--- config.mk ---
export PLATFORM = sky130hd
export DESIGN_NAME = alu_pipe
export DESIGN_NICKNAME = d
export VERILOG_FILES = /design/src/rtl/alu_pkg.sv /design/src/rtl/alu_mul_iter.sv /design/src/rtl/alu_pipe.sv
export SDC_FILE = /design/constraint.sdc
export NUM_CORES = 1
export LEC_CHECK = 0
export BUFFER_PORTS_ARGS = -buffer_cell sky130_fd_sc_hd__buf_4
export CAP_MARGIN = 20
export CORE_AREA = 2 2 156 158
export DETAILED_ROUTE_END_ITERATION = 8
export DIE_AREA = 0 0 158 160
export GPL_ROUTABILITY_DRIVEN = 0
export SLEW_MARGIN = 20
export SYNTH_ARGS = -nofsm -noshare
export SYNTH_HDL_FRONTEND = slang
export SYNTH_SLANG_ARGS = --single-unit
--- constraint.sdc ---
create_clock -name clk -period 12.5 [get_ports clk]
set_input_delay 2.5 -clock clk [delete_from_list [all_inputs] [get_ports clk]]
set_output_delay 2.5 -clock clk [all_outputs]
set_load 0.05 [all_outputs]
--- src/rtl/alu_pkg.sv ---
// Shared definitions for alu_pipe: operation select codes and FSM state encoding.
// The MUL state exists only when ALU_PIPE_MULT_EN is defined.
package alu_pkg;

    localparam logic [2:0] ALU_AND  = 3'b000;
    localparam logic [2:0] ALU_OR   = 3'b001;
    localparam logic [2:0] ALU_ADD  = 3'b010;
    localparam logic [2:0] ALU_MULU = 3'b011;
    localparam logic [2:0] ALU_NOR  = 3'b100;
    localparam logic [2:0] ALU_SUB  = 3'b110;
    localparam logic [2:0] ALU_SLT  = 3'b111;

`ifdef ALU_PIPE_MULT_EN
    typedef enum logic [1:0] {
        ST_IDLE = 2'd0,
        ST_HOLD = 2'd1,
        ST_MUL  = 2'd2
    } alu_state_e;
`else
    typedef enum logic [0:0] {
        ST_IDLE = 1'b0,
        ST_HOLD = 1'b1
    } alu_state_e;
`endif

endpackage

--- src/rtl/alu_mul_iter.sv ---
// Iterative shift-add unsigned multiplier: one multiplier bit per cycle after start.
// done is high during the last iteration; product/carry then show the final sum.
module alu_mul_iter #(
    parameter int WIDTH = 32,
    parameter int CNT_W = $clog2(WIDTH) + 1
) (
    input  logic             clk,
    input  logic             rst_n,
    input  logic             start,
    input  logic [WIDTH-1:0] a,
    input  logic [WIDTH-1:0] b,
    output logic             done,
    output logic [WIDTH-1:0] product,
    output logic             carry
);

    logic [2*WIDTH-1:0] a_reg;
    logic [WIDTH-1:0]   b_reg;
    logic [2*WIDTH-1:0] acc_reg;
    logic [2*WIDTH-1:0] acc_next;
    logic [CNT_W-1:0]   cnt_reg;
    logic               busy_reg;

    assign acc_next = acc_reg + (b_reg[0] ? a_reg : '0);
    assign done     = busy_reg && (cnt_reg == CNT_W'(WIDTH - 1));
    assign product  = acc_next[WIDTH-1:0];
    assign carry    = |acc_next[2*WIDTH-1:WIDTH];

    always_ff @(posedge clk) begin
        if (!rst_n) begin
            a_reg    <= '0;
            b_reg    <= '0;
            acc_reg  <= '0;
            cnt_reg  <= '0;
            busy_reg <= 1'b0;
        end else if (start) begin
            a_reg    <= {{WIDTH{1'b0}}, a};
            b_reg    <= b;
            acc_reg  <= '0;
            cnt_reg  <= '0;
            busy_reg <= 1'b1;
        end else if (busy_reg) begin
            acc_reg <= acc_next;
            a_reg   <= a_reg << 1;
            b_reg   <= b_reg >> 1;
            cnt_reg <= cnt_reg + CNT_W'(1);
            if (done) begin
                busy_reg <= 1'b0;
            end
        end
    end

endmodule

--- src/rtl/alu_pipe.sv ---
// Registered N-bit ALU with valid/ready handshakes and status flags.
// Define ALU_PIPE_MULT_EN to include the iterative MULU path (alu_mul_iter).
module alu_pipe
    import alu_pkg::*;
#(
    parameter int WIDTH = 32,
    parameter int CNT_W = $clog2(WIDTH) + 1
) (
    input  logic             clk,
    input  logic             rst_n,
    input  logic             InValid,
    output logic             InReady,
    input  logic [2:0]       Sel,
    input  logic [WIDTH-1:0] DataA,
    input  logic [WIDTH-1:0] DataB,
    output logic             OutValid,
    input  logic             OutReady,
    output logic [WIDTH-1:0] DataOut,
    output logic             Cout,
    output logic             Zero,
    output logic             Overflow
);

    alu_state_e       state_reg, state_next;
    logic [WIDTH-1:0] data_reg;
    logic             valid_reg, cout_reg, zero_reg, ovf_reg;

    logic [WIDTH:0]   add_sum, sub_sum;
    logic             add_ovf, sub_ovf;
    logic [WIDTH-1:0] res;
    logic             res_cout, res_ovf;
    logic             accept, is_mul, mul_done;
    logic [WIDTH-1:0] mul_product;
    logic             mul_carry;

    assign add_sum = {1'b0, DataA} + {1'b0, DataB};
    assign sub_sum = {1'b0, DataA} + {1'b0, ~DataB} + {{WIDTH{1'b0}}, 1'b1};
    assign add_ovf = (DataA[WIDTH-1] == DataB[WIDTH-1]) && (add_sum[WIDTH-1] != DataA[WIDTH-1]);
    assign sub_ovf = (DataA[WIDTH-1] != DataB[WIDTH-1]) && (sub_sum[WIDTH-1] != DataA[WIDTH-1]);

    // Single-cycle result; MULU and the reserved code fall through to zeros.
    always_comb begin
        res      = '0;
        res_cout = 1'b0;
        res_ovf  = 1'b0;
        case (Sel)
            ALU_AND: res = DataA & DataB;
            ALU_OR:  res = DataA | DataB;
            ALU_NOR: res = ~(DataA | DataB);
            ALU_ADD: begin
                res      = add_sum[WIDTH-1:0];
                res_cout = add_sum[WIDTH];
                res_ovf  = add_ovf;
            end
            ALU_SUB: begin
                res      = sub_sum[WIDTH-1:0];
                res_cout = sub_sum[WIDTH];
                res_ovf  = sub_ovf;
            end
            ALU_SLT: res = {{(WIDTH-1){1'b0}}, sub_sum[WIDTH-1] ^ sub_ovf};
            default: res = '0;
        endcase
    end

    always_comb begin
        InReady = 1'b0;
        if (rst_n) begin
            case (state_reg)
                ST_IDLE: InReady = 1'b1;
                ST_HOLD: InReady = OutReady;
                default: InReady = 1'b0;
            endcase
        end
    end

    assign accept = InValid && InReady;

`ifdef ALU_PIPE_MULT_EN
    assign is_mul = (Sel == ALU_MULU);

    alu_mul_iter #(
        .WIDTH (WIDTH),
        .CNT_W (CNT_W)
    ) u_mul (
        .clk     (clk),
        .rst_n   (rst_n),
        .start   (accept && is_mul),
        .a       (DataA),
        .b       (DataB),
        .done    (mul_done),
        .product (mul_product),
        .carry   (mul_carry)
    );
`else
    logic [CNT_W-1:0] cnt_unused;
    assign cnt_unused  = '0;
    assign is_mul      = 1'b0;
    assign mul_done    = 1'b0;
    assign mul_product = '0;
    assign mul_carry   = 1'b0;
`endif

    always_comb begin
        state_next = state_reg;
        if (accept) begin
            state_next = ST_HOLD;
`ifdef ALU_PIPE_MULT_EN
            if (is_mul) state_next = ST_MUL;
`endif
        end else if (state_reg == ST_HOLD && OutReady) begin
            state_next = ST_IDLE;
        end else if (mul_done) begin
            state_next = ST_HOLD;
        end
    end

    // A MULU accepted from HOLD takes the third branch, retiring the old result.
    always_ff @(posedge clk) begin
        if (!rst_n) begin
            state_reg <= ST_IDLE;
            data_reg  <= '0;
            valid_reg <= 1'b0;
            cout_reg  <= 1'b0;
            zero_reg  <= 1'b0;
            ovf_reg   <= 1'b0;
        end else begin
            state_reg <= state_next;
            if (accept && !is_mul) begin
                data_reg  <= res;
                zero_reg  <= (res == '0);
                cout_reg  <= res_cout;
                ovf_reg   <= res_ovf;
                valid_reg <= 1'b1;
            end else if (mul_done) begin
                data_reg  <= mul_product;
                zero_reg  <= (mul_product == '0);
                cout_reg  <= mul_carry;
                ovf_reg   <= 1'b0;
                valid_reg <= 1'b1;
            end else if (state_reg == ST_HOLD && OutReady) begin
                valid_reg <= 1'b0;
            end
        end
    end

    assign OutValid = valid_reg;
    assign DataOut  = data_reg;
    assign Cout     = cout_reg;
    assign Zero     = zero_reg;
    assign Overflow = ovf_reg;

endmodule

Word level (Yosys, flattened, before mapping)
Index checks and enable logic that the tools add are counted.
{"block": "totals", "regBits": 36, "output_inout_bits": 37, "wordCells": 37}
{"block": "classes", "add_sub_neg": 3, "n_eq_ne": 9, "n_mux": 7, "bitwise": 6, "reduce_logical": 7}
{"cell": "case mux 32 bit (6 select lines)", "count": 1}
{"cell": "adder 32 x 32 -> 33 bit", "count": 2}
{"cell": "inverter 32 bit", "count": 2}
{"cell": "adder 33 x 1 -> 33 bit (second input constant)", "count": 1}
{"cell": "bitwise AND 32 bit", "count": 1}
{"cell": "zero test 32 bit", "count": 1}
{"cell": "OR 32 bit", "count": 1}
{"cell": "equality test 3 bit (second input constant)", "count": 3}
{"cell": "case mux 1 bit (2 select lines)", "count": 3}
{"cell": "logical AND 1 bit", "count": 4}
{"cell": "equality test 3 x 1 -> 1 bit (second input constant)", "count": 1}
{"cell": "equality test 3 x 2 -> 1 bit (second input constant)", "count": 1}
{"cell": "zero test 3 bit", "count": 1}
{"cell": "2-to-1 mux 1 bit", "count": 3}
{"cell": "inequality test 1 bit", "count": 3}
{"cell": "nonzero test 2 bit", "count": 1}
{"cell": "equality test 1 bit", "count": 1}
{"cell": "inverter 1 bit", "count": 1}
{"cell": "bitwise XOR 1 bit", "count": 1}

Longest topological paths before layout
{"block": "depth", "ltp_word": 8, "depth_mapped": 24, "ltp_nobuf": 23}

Worst setup path after synthesis
Ideal clock, no wire load.
{"block": "synth_timing", "path_kind": "input port to flip-flop", "from": "in DataA[8]", "to": "reg zero_reg (netlist: Zero)", "t_arrival_ns": 6.127, "t_required_ns": 12.416, "path_slack_ns": 6.289, "path_stages": 23, "path_buffers": 1, "cell_sequence": "inv_1 > ha_1 > buf_6 > or3_4 > a2111oi_4 > o21ai_1 > a311oi_2 > o21ai_1 > a21oi_1 > o21ai_0 > nand2b_1 > a21oi_1 > fa_1 > nand3_1 > o21ai_0 > a21oi_1 > o2111ai_1 > a211oi_1 > and4b_1 > nand4_1 > nor2_1 > nand4b_1 > o31ai_2"}
{"block": "synth_between", "elab_chain_cells": 7}
{"element": "from (decl)", "line": "alu_pipe.sv:14", "rtl": "input logic [WIDTH-1:0] DataA,"}
{"element": "adder 32 x 32 -> 33 bit", "line": "alu_pipe.sv:37", "rtl": "assign sub_sum = {1'b0, DataA} + {1'b0, ~DataB} + {{WIDTH{1'b0}}, 1'b1};"}
{"element": "adder 33 x 1 -> 33 bit", "line": "alu_pipe.sv:37"}
{"element": "inequality test 1 bit", "line": "alu_pipe.sv:39", "rtl": "assign sub_ovf = (DataA[WIDTH-1] != DataB[WIDTH-1]) && (sub_sum[WIDTH-1] != DataA[WIDTH-1]);"}
{"element": "logical AND 1 bit", "line": "alu_pipe.sv:39"}
{"element": "bitwise XOR 1 bit", "line": "alu_pipe.sv:60", "rtl": "ALU_SLT: res = {{(WIDTH-1){1'b0}}, sub_sum[WIDTH-1] ^ sub_ovf};"}
{"element": "case mux 32 bit (6 select lines) *", "line": "alu_pipe.sv:46", "rtl": "case (Sel)"}
{"element": "zero test 32 bit *", "line": "alu_pipe.sv:130", "rtl": "zero_reg <= (res == '0);"}
{"element": "to (signal assigned)", "line": "alu_pipe.sv:130"}
{"element": "to (signal assigned)", "line": "alu_pipe.sv:136", "rtl": "zero_reg <= (mul_product == '0);"}
{"element": "to (decl)", "line": "alu_pipe.sv:26", "rtl": "logic valid_reg, cout_reg, zero_reg, ovf_reg;"}
Mark *: on every way between the ends. The rest lies on a longest branch, timed or not.
A chain may end at the register's enable or synchronous reset.

Final worst setup path
{"block": "layout_timing", "from": "in DataA[19]", "to": "reg zero_reg (netlist: Zero)"}
The elaborated chain is that of the path after synthesis.

==> out/metrics.cfg <==
[setup_path]
critical_path.slowest_cell = nor4_1
end_kind = flip-flop
crit_family = compound AO/OA/AOI/OAI gates
slowest_delay_ns = 0.56
worstPathRequired_ns = 12.70
cp_common_cell = a21oi_1
critPathBufInv = 2
worstPathCellList = buf_4, inv_1, ha_1, nor4_1, nand2_1, nor2_1, o21ai_1, a311oi_2, o21ai_1, a21oi_1, o21ai_0, nand2b_1, a21oi_1, fa_1, nand3_1, o21ai_0, a21oi_1, o2111ai_1, a211oi_1, and4b_1, nand4_1, nor2_1, nand4b_1, o31ai_2
cp.arrival_ns = 6.78
path_class = input pin to flip-flop
worstPathMaxFanout = 9
start_kind = input pin

[synth]
syn_area_sq_um = 6985
syn_inst = 974
yosysTopAreaCell = ha_1
avgSynthCellArea_sq_um = 7.172
ys_ff_latch = 36
synth-edff-count = 0
synth.top_cells.by_area = ha_1 18%, dfxtp_1 10%, a21oi_1 5.7%
yosys.area.top_type_share_pct = 18.27
ys.flop_type = dfxtp_1
yosysWarnings = 0
synth.net_count = 1150
async_flop_share_pct = 0
ys_types = 84
ys_seq_area_share_pct = 10.32

[sta]
final_hold_viol_count = 0
tightest_slew_ns = 1.014
whs_ns = 0.4560
skew_ns = 0.002725
setup_viol = 0
fin_setup_tns_ns = 0
fin_crit_ns = 6.583
rsz0062_at_grt = false
maxSlewViolCount = 0
layout_worst_path_cycle_share_pct = 52.66
slew_headroom_pct = 32.26
max_freq_mhz = 151.9

[run_status]
outcome = completed

[routing]
post-route-drc-count = 0
drt_wl_total_microns = 24370
wl_per_cell_microns = 17.99
drt_pre_antenna_iters = 5
ant_nets = 0
vias = 7613
drt_iter0_drc = 685
vias_per_cell = 5.618

[finish]
layout-drive-gt1-share_pct = 15.62
fin_util_pct = 33.66
layout.cells.non_filler = 1355
area_growth_pct = 14.79
fin_nets = 1206
layout_common_cells = 113 x buf_4, 102 x ha_1, 99 x inv_1
diodes = 0
final_common_cell = buf_4

[power_and_ir_drop]
ir_drop_mv = 0.04991
powerDensity_nw_per_um2 = 78.44
leakage_nw = 3.589

[cts]
numCtsBuffers = 5
cts_resized = 0
htreeDepth = 2
clk_latency_ns = 0.27
cts_tree = done
postCtsSetupBuffers = 0
cts_buffer_depth = 2
clk_pin_slew_ns = 0.06
root_buffer = clkbuf_16
hold_buffers = 0
cts_num_sinks = 36

[floorplan]
die_h_microns = 160
die_x_microns = 158
core_area_sq_um = 23820
io_pins = 108
fp.dieArea_sq_um = 25280
start_util_pct = 29.33
rows = 57

[global_routing]
grt_max_degree = 63
grt_overflow_total = 0
grt_pass1_vias = 7008
grt_first_pass_wirelength_microns = 38160
track_usage_pct = 18.66
antenna_found_initial = 0

[worst_hold_path]
hold_path.class = flip-flop to flip-flop

[placement]
post-place-cells = 1347
place_hpwl_microns = 18890
portBuffers = 107

[run]
max_cap_viol_count = 0

metal layers:
layer | share of wire [%] | vias up | track usage [%]
li1 | - | 3669 | -
met1 | 44 | 3548 | 26.33
met2 | 45 | 346 | 29.57
met3 | 8.8 | 50 | 3.392
met4 | 2.0 | 0 | 3.972
met5 | 0 | - | 0
metrics by stage:
| step | worst slack [ns] | instance area, sq um | total power (W) |
|---|---|---|---|
| floorplan | 6.289 | 6985 | 0.0003829 |
| global placement | 5.744 | 7855 | 0.0004814 |
| detailed placement | 5.685 | 7855 | 0.0004839 |
| CTS | 5.940 | 8019 | 0.0006247 |
| global route | 5.394 | 8019 | 0.0006693 |
| finish | 5.917 | 8019 | 0.0006290 |
cell families (layout without fill, tap and decap cells):
group                    Yosys count  after routing  share of synthesized area, %
flip-flops                        36             36                         10.32
adder cells (fa/ha/maj)          105            105                         19.13
AND/OR/NAND/NOR                  287            287                         19.60
buffers and inverters            168            225                         11.27
AO/OA/AOI/OAI                    347            347                         35.29
XOR/XNOR                           9              9                         1.128
multiplexers                      22             22                         3.278
state kept, by name (all words and copies together), names as in the netlist:
signal    count
Zero          1
DataOut      32
OutValid      1
Cout          1
Overflow      1
worst reg2reg max path: stages (launching register included):
cell and delay, ns:
dfxtp_1 0.31, nand2b_1 0.08, and2_1 0.18, nand2_2 0.06, buf_4 0.30, a211oi_1 0.48, o2111ai_1 0.20, a211oi_1 0.21
and4b_1 0.21, nand4_1 0.10, nor2_1 0.13, nand4b_1 0.12, o31ai_2 0.24
power breakdown:
group          internal, W  total, W  switching [W]
combinational     0.000125  0.000357       0.000232
clock            0.0000937  0.000140      0.0000463
sequential        0.000126  0.000132     0.00000674
total             0.000344  0.000629       0.000285
worst paths after layout:
check | startpoint | end | slack (ns) | cells after the start
min reg2reg | DataOut[24]$_SDFFE_PN0P_ | DataOut[24]$_SDFFE_PN0P_ | 0.46 | 2
max reg2reg | OutValid$_SDFFE_PN0P_ | Zero$_SDFFE_PN0P_ | 9.81 | 12
max | DataA[19] | Zero$_SDFFE_PN0P_ | 5.92 | 24
min | DataOut[24]$_SDFFE_PN0P_ | DataOut[24]$_SDFFE_PN0P_ | 0.46 | 2
synthesized netlist by cell type (4+ instances only):
library cell	instances
or3_1	5
nand4_1	12
o22ai_1	10
clkbuf_1	32
nand3_1	43
o31ai_1	19
inv_1	99
buf_6	12
nor3_1	16
buf_2	13
o21a_1	8
a211oi_1	14
dfxtp_1	36
a21boi_0	4
a22oi_1	5
mux2i_1	15
mux2_2	7
a2111oi_0	11
o211ai_1	13
clkbuf_8	4
a21oi_1	80
o221a_2	6
xnor2_1	8
a21o_1	13
nand2_1	59
o221ai_1	15
o211a_1	4
o2111ai_1	7
and2_1	12
a221o_1	8
a221oi_1	5
nor4_1	8
ha_1	102
o21ai_0	63
a31oi_1	9
and3_1	4
nor2b_1	11
nor2_1	95
nand2b_1	7
o21bai_1	11
cell type report:
cell class / count / area [sq um]
clock buffers: 6 / 128.9
multi-input cells: 770 / 5488
fillers: 2619 / 15800
inverters: 104 / 392.9
well taps: 324 / 405.4
repair buffers: 113 / 848.3
clock inverters: 2 / 35.03
flip-flops and latches: 36 / 720.7
No activity file was read; power rests on OpenSTA's default activity.
